--- src/rtl/if_id_decode.sv ---
// ---------------------------------------------------------------------------
// if_id_decode -- IF/ID pipeline register with registered MIPS-subset decode.
//
// A fetched word (if_pc, if_instr) is accepted on the rising clk edge where
// if_valid and if_ready are both 1. Its decoded form appears on the id_* and
// control outputs one cycle later with id_valid=1. The outputs hold while the
// consumer stalls (id_ready=0). flush drops every held word and any word
// offered at the same edge. A bubble (id_valid=0) shows all-zero outputs.
//
// Build option:
//   IF_ID_SKID_EN  defined   -> if_ready is a flop. A one-entry skid buffer
//                               catches the word accepted in the cycle
//                               id_ready fell. Throughput is one word/cycle.
//   IF_ID_SKID_EN  undefined -> no skid; if_ready = id_ready | ~id_valid,
//                               gated off until the first edge after reset.
//
// Ports:
//   clk, rst_n               clock, asynchronous active-low reset
//   if_valid/if_ready        upstream handshake
//   if_pc[31:2], if_instr    fetched word address and instruction
//   flush                    discard all held words
//   id_valid/id_ready        downstream handshake
//   id_pc, id_instr          pass-through of the held word
//   id_rs, id_rt, id_rd      register fields
//   id_imm                   extended immediate (zero/sign/upper per opcode)
//   id_jump_target           {pc[31:28], instr[25:0]}
//   id_branch_target         pc + 1 + sext(imm), word address
//   reg_write ... illegal    one-bit control flags
//   alu_op[2:0]              0 add, 1 sub, 2 and, 3 or, 4 slt, 5 lui
// ---------------------------------------------------------------------------

// Protocol checker: outputs frozen during a stall, bubbles carry zero controls.
module if_id_decode_chk (
  input logic        clk,
  input logic        rst_n,
  input logic        flush,
  input logic        id_valid,
  input logic        id_ready,
  input logic [29:0] pc,
  input logic [31:0] instr,
  input logic [31:0] imm,
  input logic [29:0] jump_target,
  input logic [29:0] branch_target,
  input logic [11:0] ctrl
);

  a_hold_stable: assert property (@(posedge clk) disable iff (!rst_n)
    (id_valid && !id_ready && !flush) |=>
      (id_valid && $stable(pc) && $stable(instr) && $stable(imm) &&
       $stable(jump_target) && $stable(branch_target) && $stable(ctrl)));

  a_bubble_zero: assert property (@(posedge clk) disable iff (!rst_n)
    !id_valid |-> (ctrl == 12'h000));

endmodule

module if_id_decode (
  input  logic        clk,
  input  logic        rst_n,
  input  logic        if_valid,
  input  logic [31:2] if_pc,
  input  logic [31:0] if_instr,
  output logic        if_ready,
  input  logic        flush,
  output logic        id_valid,
  input  logic        id_ready,
  output logic [31:2] id_pc,
  output logic [31:0] id_instr,
  output logic [4:0]  id_rs,
  output logic [4:0]  id_rt,
  output logic [4:0]  id_rd,
  output logic [31:0] id_imm,
  output logic [31:2] id_jump_target,
  output logic [31:2] id_branch_target,
  output logic        reg_write,
  output logic        reg_dst,
  output logic        alu_src,
  output logic        mem_read,
  output logic        mem_write,
  output logic        mem_to_reg,
  output logic        branch,
  output logic        jump,
  output logic        illegal,
  output logic [2:0]  alu_op
);

  localparam logic [5:0] OP_RTYPE = 6'h00;
  localparam logic [5:0] OP_J     = 6'h02;
  localparam logic [5:0] OP_BEQ   = 6'h04;
  localparam logic [5:0] OP_ORI   = 6'h0D;
  localparam logic [5:0] OP_LUI   = 6'h0F;
  localparam logic [5:0] OP_LW    = 6'h23;
  localparam logic [5:0] OP_SW    = 6'h2B;

  localparam logic [5:0] FN_ADDU  = 6'h21;
  localparam logic [5:0] FN_SUBU  = 6'h23;
  localparam logic [5:0] FN_AND   = 6'h24;
  localparam logic [5:0] FN_OR    = 6'h25;
  localparam logic [5:0] FN_SLT   = 6'h2A;

  localparam logic [2:0] ALU_ADD  = 3'd0;
  localparam logic [2:0] ALU_SUB  = 3'd1;
  localparam logic [2:0] ALU_AND  = 3'd2;
  localparam logic [2:0] ALU_OR   = 3'd3;
  localparam logic [2:0] ALU_SLT  = 3'd4;
  localparam logic [2:0] ALU_LUI  = 3'd5;

  // Everything the ID side presents, held in one register.
  typedef struct packed {
    logic [31:2] pc;
    logic [31:0] instr;
    logic [4:0]  rs;
    logic [4:0]  rt;
    logic [4:0]  rd;
    logic [31:0] imm;
    logic [31:2] jump_target;
    logic [31:2] branch_target;
    logic        reg_write;
    logic        reg_dst;
    logic        alu_src;
    logic        mem_read;
    logic        mem_write;
    logic        mem_to_reg;
    logic        branch;
    logic        jump;
    logic        illegal;
    logic [2:0]  alu_op;
  } dec_t;

  // Pure decode of one word. Unknown encodings raise only 'illegal'.
  function automatic dec_t decode_word(input logic [31:2] pc, input logic [31:0] instr);
    dec_t        d;
    logic [31:0] sext_imm;
    logic [31:0] zext_imm;
    d        = '0;
    sext_imm = {{16{instr[15]}}, instr[15:0]};
    zext_imm = {16'h0000, instr[15:0]};
    d.pc     = pc;
    d.instr  = instr;
    d.rs     = instr[25:21];
    d.rt     = instr[20:16];
    d.rd     = instr[15:11];
    d.imm    = sext_imm;
    d.jump_target   = {pc[31:28], instr[25:0]};
    // Word-address arithmetic wraps naturally at 30 bits.
    d.branch_target = pc + 30'd1 + sext_imm[29:0];
    case (instr[31:26])
      OP_RTYPE: begin
        case (instr[5:0])
          FN_ADDU: begin d.reg_write = 1'b1; d.reg_dst = 1'b1; d.alu_op = ALU_ADD; end
          FN_SUBU: begin d.reg_write = 1'b1; d.reg_dst = 1'b1; d.alu_op = ALU_SUB; end
          FN_AND:  begin d.reg_write = 1'b1; d.reg_dst = 1'b1; d.alu_op = ALU_AND; end
          FN_OR:   begin d.reg_write = 1'b1; d.reg_dst = 1'b1; d.alu_op = ALU_OR;  end
          FN_SLT:  begin d.reg_write = 1'b1; d.reg_dst = 1'b1; d.alu_op = ALU_SLT; end
          default: d.illegal = 1'b1;
        endcase
      end
      OP_ORI: begin
        d.imm       = zext_imm;
        d.alu_op    = ALU_OR;
        d.alu_src   = 1'b1;
        d.reg_write = 1'b1;
      end
      OP_LUI: begin
        d.imm       = {instr[15:0], 16'h0000};
        d.alu_op    = ALU_LUI;
        d.alu_src   = 1'b1;
        d.reg_write = 1'b1;
      end
      OP_LW: begin
        d.mem_read   = 1'b1;
        d.mem_to_reg = 1'b1;
        d.alu_src    = 1'b1;
        d.reg_write  = 1'b1;
        d.alu_op     = ALU_ADD;
      end
      OP_SW: begin
        d.mem_write = 1'b1;
        d.alu_src   = 1'b1;
        d.alu_op    = ALU_ADD;
      end
      OP_BEQ: begin
        d.branch = 1'b1;
        d.alu_op = ALU_SUB;
      end
      OP_J: begin
        d.jump = 1'b1;
      end
      default: d.illegal = 1'b1;
    endcase
    return d;
  endfunction

  dec_t out_r;
  logic out_valid_r;

`ifdef IF_ID_SKID_EN

  logic        skid_valid_r;
  logic [31:2] skid_pc_r;
  logic [31:0] skid_instr_r;
  logic        if_ready_r;
  logic        accept_s;
  logic        load_s;

  // Upstream transfer and output-register reload conditions.
  always_comb begin
    accept_s = if_valid & if_ready_r;
    load_s   = ~out_valid_r | id_ready;
  end

  // Output register, skid entry and registered ready. The skid only fills
  // when the output is stalled; if_ready drops the cycle after it fills.
  always_ff @(posedge clk or negedge rst_n) begin
    if (!rst_n) begin
      out_valid_r  <= 1'b0;
      out_r        <= '0;
      skid_valid_r <= 1'b0;
      skid_pc_r    <= 30'd0;
      skid_instr_r <= 32'd0;
      if_ready_r   <= 1'b0;
    end else if (flush) begin
      out_valid_r  <= 1'b0;
      out_r        <= '0;
      skid_valid_r <= 1'b0;
      if_ready_r   <= 1'b1;
    end else if (load_s) begin
      if (skid_valid_r) begin
        // if_ready was low, so nothing new arrives this edge.
        out_r        <= decode_word(skid_pc_r, skid_instr_r);
        out_valid_r  <= 1'b1;
        skid_valid_r <= 1'b0;
      end else if (accept_s) begin
        out_r       <= decode_word(if_pc, if_instr);
        out_valid_r <= 1'b1;
      end else begin
        out_r       <= '0;
        out_valid_r <= 1'b0;
      end
      if_ready_r <= 1'b1;
    end else if (accept_s) begin
      skid_pc_r    <= if_pc;
      skid_instr_r <= if_instr;
      skid_valid_r <= 1'b1;
      if_ready_r   <= 1'b0;
    end else begin
      if_ready_r <= ~skid_valid_r;
    end
  end

  assign if_ready = if_ready_r;

`else

  logic alive_r;
  logic ready_s;
  logic accept_s;

  // Ready passes straight through; alive_r keeps it low until the first
  // edge after reset release.
  always_comb begin
    ready_s  = alive_r & (id_ready | ~out_valid_r);
    accept_s = if_valid & ready_s;
  end

  // Single output register; a stalled word simply holds.
  always_ff @(posedge clk or negedge rst_n) begin
    if (!rst_n) begin
      alive_r     <= 1'b0;
      out_valid_r <= 1'b0;
      out_r       <= '0;
    end else begin
      alive_r <= 1'b1;
      if (flush) begin
        out_valid_r <= 1'b0;
        out_r       <= '0;
      end else if (accept_s) begin
        out_valid_r <= 1'b1;
        out_r       <= decode_word(if_pc, if_instr);
      end else if (id_ready) begin
        out_valid_r <= 1'b0;
        out_r       <= '0;
      end else begin
        out_valid_r <= out_valid_r;
        out_r       <= out_r;
      end
    end
  end

  assign if_ready = ready_s;

`endif

  assign id_valid         = out_valid_r;
  assign id_pc            = out_r.pc;
  assign id_instr         = out_r.instr;
  assign id_rs            = out_r.rs;
  assign id_rt            = out_r.rt;
  assign id_rd            = out_r.rd;
  assign id_imm           = out_r.imm;
  assign id_jump_target   = out_r.jump_target;
  assign id_branch_target = out_r.branch_target;
  assign reg_write        = out_r.reg_write;
  assign reg_dst          = out_r.reg_dst;
  assign alu_src          = out_r.alu_src;
  assign mem_read         = out_r.mem_read;
  assign mem_write        = out_r.mem_write;
  assign mem_to_reg       = out_r.mem_to_reg;
  assign branch           = out_r.branch;
  assign jump             = out_r.jump;
  assign illegal          = out_r.illegal;
  assign alu_op           = out_r.alu_op;

  logic [11:0] ctrl_s;
  assign ctrl_s = {reg_write, reg_dst, alu_src, mem_read, mem_write,
                   mem_to_reg, branch, jump, illegal, alu_op};

  if_id_decode_chk u_chk (
    .clk           (clk),
    .rst_n         (rst_n),
    .flush         (flush),
    .id_valid      (id_valid),
    .id_ready      (id_ready),
    .pc            (id_pc),
    .instr         (id_instr),
    .imm           (id_imm),
    .jump_target   (id_jump_target),
    .branch_target (id_branch_target),
    .ctrl          (ctrl_s)
  );

endmodule
--- config.mk ---
export PLATFORM = sky130hd
export DESIGN_NAME = if_id_decode
export DESIGN_NICKNAME = d
export VERILOG_FILES = /design/src/rtl/if_id_decode.sv
export SDC_FILE = /design/constraint.sdc
export NUM_CORES = 1
export LEC_CHECK = 0
export ABC_AREA = 1
export BUFFER_PORTS_ARGS = -buffer_cell sky130_fd_sc_hd__buf_2
export CAP_MARGIN = 20
export CORE_MARGIN = 4
export CORE_UTILIZATION = 52
export DETAILED_ROUTE_END_ITERATION = 10
export PLACE_DENSITY = 0.84
export SLEW_MARGIN = 20
export SYNTH_ARGS = -nofsm -noshare
export SYNTH_HDL_FRONTEND = slang
export SYNTH_SLANG_ARGS = --single-unit
export TNS_END_PERCENT = 50
--- constraint.sdc ---
create_clock -name clk -period 2.25 [get_ports clk]
set_clock_uncertainty 0.15 [all_clocks]
set_input_delay 0.3375 -clock clk [delete_from_list [all_inputs] [get_ports clk]]
set_output_delay 0.3375 -clock clk [all_outputs]
set_load 0.05 [all_outputs]
==> flow_metrics.tcl <==
set metrics [dict create \
    worstHoldPathCells 2 \
    gp_congestion 0.9062 \
    grt_usage 0.2746 \
    switching_share 0.3327 \
    worstReg2RegEnd "id_branch_target[15]" \
    vias_per_cell 5.261 \
    fillCellCount 1218 \
    post_drt_wl_per_cell_um 16.11 \
    ys_async_sr_fraction 1.000 \
    die_h_um 130.8 \
    num_antenna_cells 0 \
    htreeDepth 4 \
    yosysSeqAreaShare 0.4374 \
    finalNonFillerCells 1454 \
    seq_power_share 0.376 \
    yosysTopAreaCellShare 0.4374 \
    maxCapViolations 0 \
    p_int_w 0.004654 \
    clockBufferDepth 2 \
    synth.avg_cell_area_um2 7.800 \
    cp.arrival_ns 2.15 \
    required_ns 2.45 \
    ant_nets 0 \
    r2r_slack_ns 0.30 \
    powerDensity_nw_per_um2 701.2 \
    dieArea_um2 17100 \
    min-delay-start "if_pc[28]" \
    syn-cell-area_um2 7839 \
    drc 0 \
    ys_ff_latch 137 \
    ios 250 \
    synthesis.nets 1102 \
    outcome "finished, final reports clean" \
    placementRows 44 \
    synthCells 1005 \
    clock-root-buffer "clkbuf_16" \
    cts_setup_buffers 0 \
    rsz0062_at_grt "false" \
    dpl.cell_count 1411 \
    worst-path-max-fanout 16 \
    layout.nets 1355 \
    wl_mm 23.43 \
    worstSetupPathType "register to register" \
    critPathLaunchType "register" \
    die_x_um 130.8 \
    worst_slack_ns 0.2964 \
    io_buffers 249 \
    max_freq_mhz 511.9 \
    synth_edf_count 0 \
    cts_buffers 17 \
    slew_violations 0 \
    finalSetupViolations 0 \
    pwr-share-comb 0.231 \
    grt_remaining_overflow 0 \
    initial_core_util 0.5353 \
    core-area_um2 14640 \
    antenna_found_initial 0 \
    drive_gt1_frac 0.2811 \
    grt_pass1_wl_mm 36.53 \
    dp_hpwl_mm 17.71 \
    min_path_type "input pin to register" \
    area_delta_synth_final_pct 26.90 \
    cts_tree "done" \
    post-route-util 0.6793 \
    fin_setup_tns_ns 0 \
    cts_sinks 137 \
    leakage_nw 6.006 \
    min_period_over_period 0.8683 \
    clkTransAtPathRegs_ns 0.07 \
    p_total_w 0.006974 \
    grt_max_degree 56 \
    end_kind "register" \
    synthTopCellsByArea "dfrtp_1 (44%), nand2_1 (16%), inv_1 (5.5%)" \
    yosys_warnings 0 \
    grt_pass1_vias 7251 \
    post-place-ws_ns -0.04861 \
    ff2ff_path_depth 8 \
    p_clk_frac 0.393 \
    drt_pass1_iterations 7 \
    peakVddDrop_mv 0.5019 \
    ys_types 39 \
    drt-initial-drc-count 731 \
    hold_end "id_pc[28]" \
    yosysTopAreaCell "dfrtp_1" \
    min_period_ns 1.954 \
    vias 7650 \
    clkLatencyLatePin_ns 0.42 \
    finalHoldViolations 0 \
    ys.flop_type "dfrtp_1" \
    p_switching_w 0.002320 \
    r2r-start "id_valid" \
]
-- critical path: stages, from the launching register on --
cell and delay (ns):
dfrtp_1 0.40, inv_1 0.10, nor2_1 0.06, nor3b_2 0.22
nand2_2 0.19, inv_2 0.28, buf_4 0.28, nand2_1 0.09
o21ai_1 0.11
-- synth_stat cells (15+ instances only) --
library cell	n
dfrtp_1	137
a22o_1	41
nand2_1	333
buf_4	46
buf_2	16
ha_1	29
a21oi_1	30
o31ai_1	15
inv_1	114
o21ai_1	36
nand3_1	68
nor2_1	55
-- how the worst max path moves through the flow --
stage,startpoint,endpoint,cells past startpoint
floorplan,if_instr[0],id_branch_target[6],8
CTS,id_valid,id_branch_target[15],8
finish,id_valid,id_branch_target[15],8
global route,id_valid,id_branch_target[20],8
global placement,if_instr[0],id_branch_target[6],9
detailed placement,if_instr[0],id_branch_target[26],15
-- kinds of logic (layout without fill, tap and decap cells) --
group,Yosys count,after routing,synth area share
AO/OA/AOI/OAI,140,140,0.1180
XOR/XNOR,3,3,0.003353
adder cells (fa/ha/maj),30,30,0.04884
buffers and inverters,199,464,0.1218
flip-flops,137,137,0.4374
other,1,1,0.0004784
AND/OR/NAND/NOR,495,495,0.2702
-- state kept, by name (all words and copies together), names as in the netlist --
register / flops
branch: 1
mem_read: 1
id_pc: 29
reg_dst: 1
id_imm: 32
alu_op: 3
illegal: 1
mem_write: 1
id_instr: 32
alu_src: 1
jump: 1
id_jump_target: 1
reg_write: 1
id_branch_target: 30
id_valid: 1
alive_r: 1
-- cells in the final DEF, fill, tap and decap left out, drive strengths merged, types with 3 or more instances in the layout --
cell,netlist,routed
a22o,41,41
clkinv,1,10
o21bai,3,3
nand3,79,79
nor2,58,58
ha,29,29
clkbuf,13,17
nor3,8,8
inv,121,123
o31ai,15,15
dfrtp,137,137
o21ai,46,46
nand4,8,8
nand2,335,335
dlygate4sd3,0,12
and2,3,3
buf,64,299
a21oi,31,31
-- power by group through the flow --
stage                     Sequential, W  Combinational [W]  Clock, W
after global routing            0.00263            0.00176   0.00288
after detailed placement        0.00266            0.00159         0
final                           0.00262            0.00161   0.00274
after global placement          0.00266            0.00158         0
after floorplan                 0.00300           0.000734         0
after CTS                       0.00262            0.00162   0.00278
-- area by class of cell --
class | count | area, µm² | share of cell area
repair buffers | 311 | 1798 | 0.1808
inverters | 122 | 460.4 | 0.04629
well taps | 184 | 230.2 | 0.02314
clock inverters | 14 | 148.9 | 0.01497
multi-input cells | 669 | 3456 | 0.3474
clock buffers | 17 | 425.4 | 0.04277
flip-flops and latches | 137 | 3428 | 0.3447
-- what timing repair did --
item                                   4_1_cts  5_1_grt
hold buffers                                12        0
endpoints found under the hold margin       52        0
gates resized for setup                      0        0
-- per-layer routing --
metal | wire, µm | vias up | track usage | share of wire
li1 | - | 3711 | - | -
met1 | 9887 | 3578 | 0.3484 | 0.42
met2 | 11270 | 310 | 0.4611 | 0.48
met3 | 1690 | 51 | 0.06585 | 0.072
met4 | 583 | 0 | 0.09619 | 0.025
met5 | 0 | - | 0 | 0
-- stage by stage --
step	hold slack, ns	instance area [µm²]
final	0.01012	9947
after global routing	0.002341	9947
after CTS	0.001463	9947
after detailed placement	0.1392	9253
after global placement	0.1360	9253
after floorplan	-0.1081	7839
No activity file was read; power rests on OpenSTA's default activity.
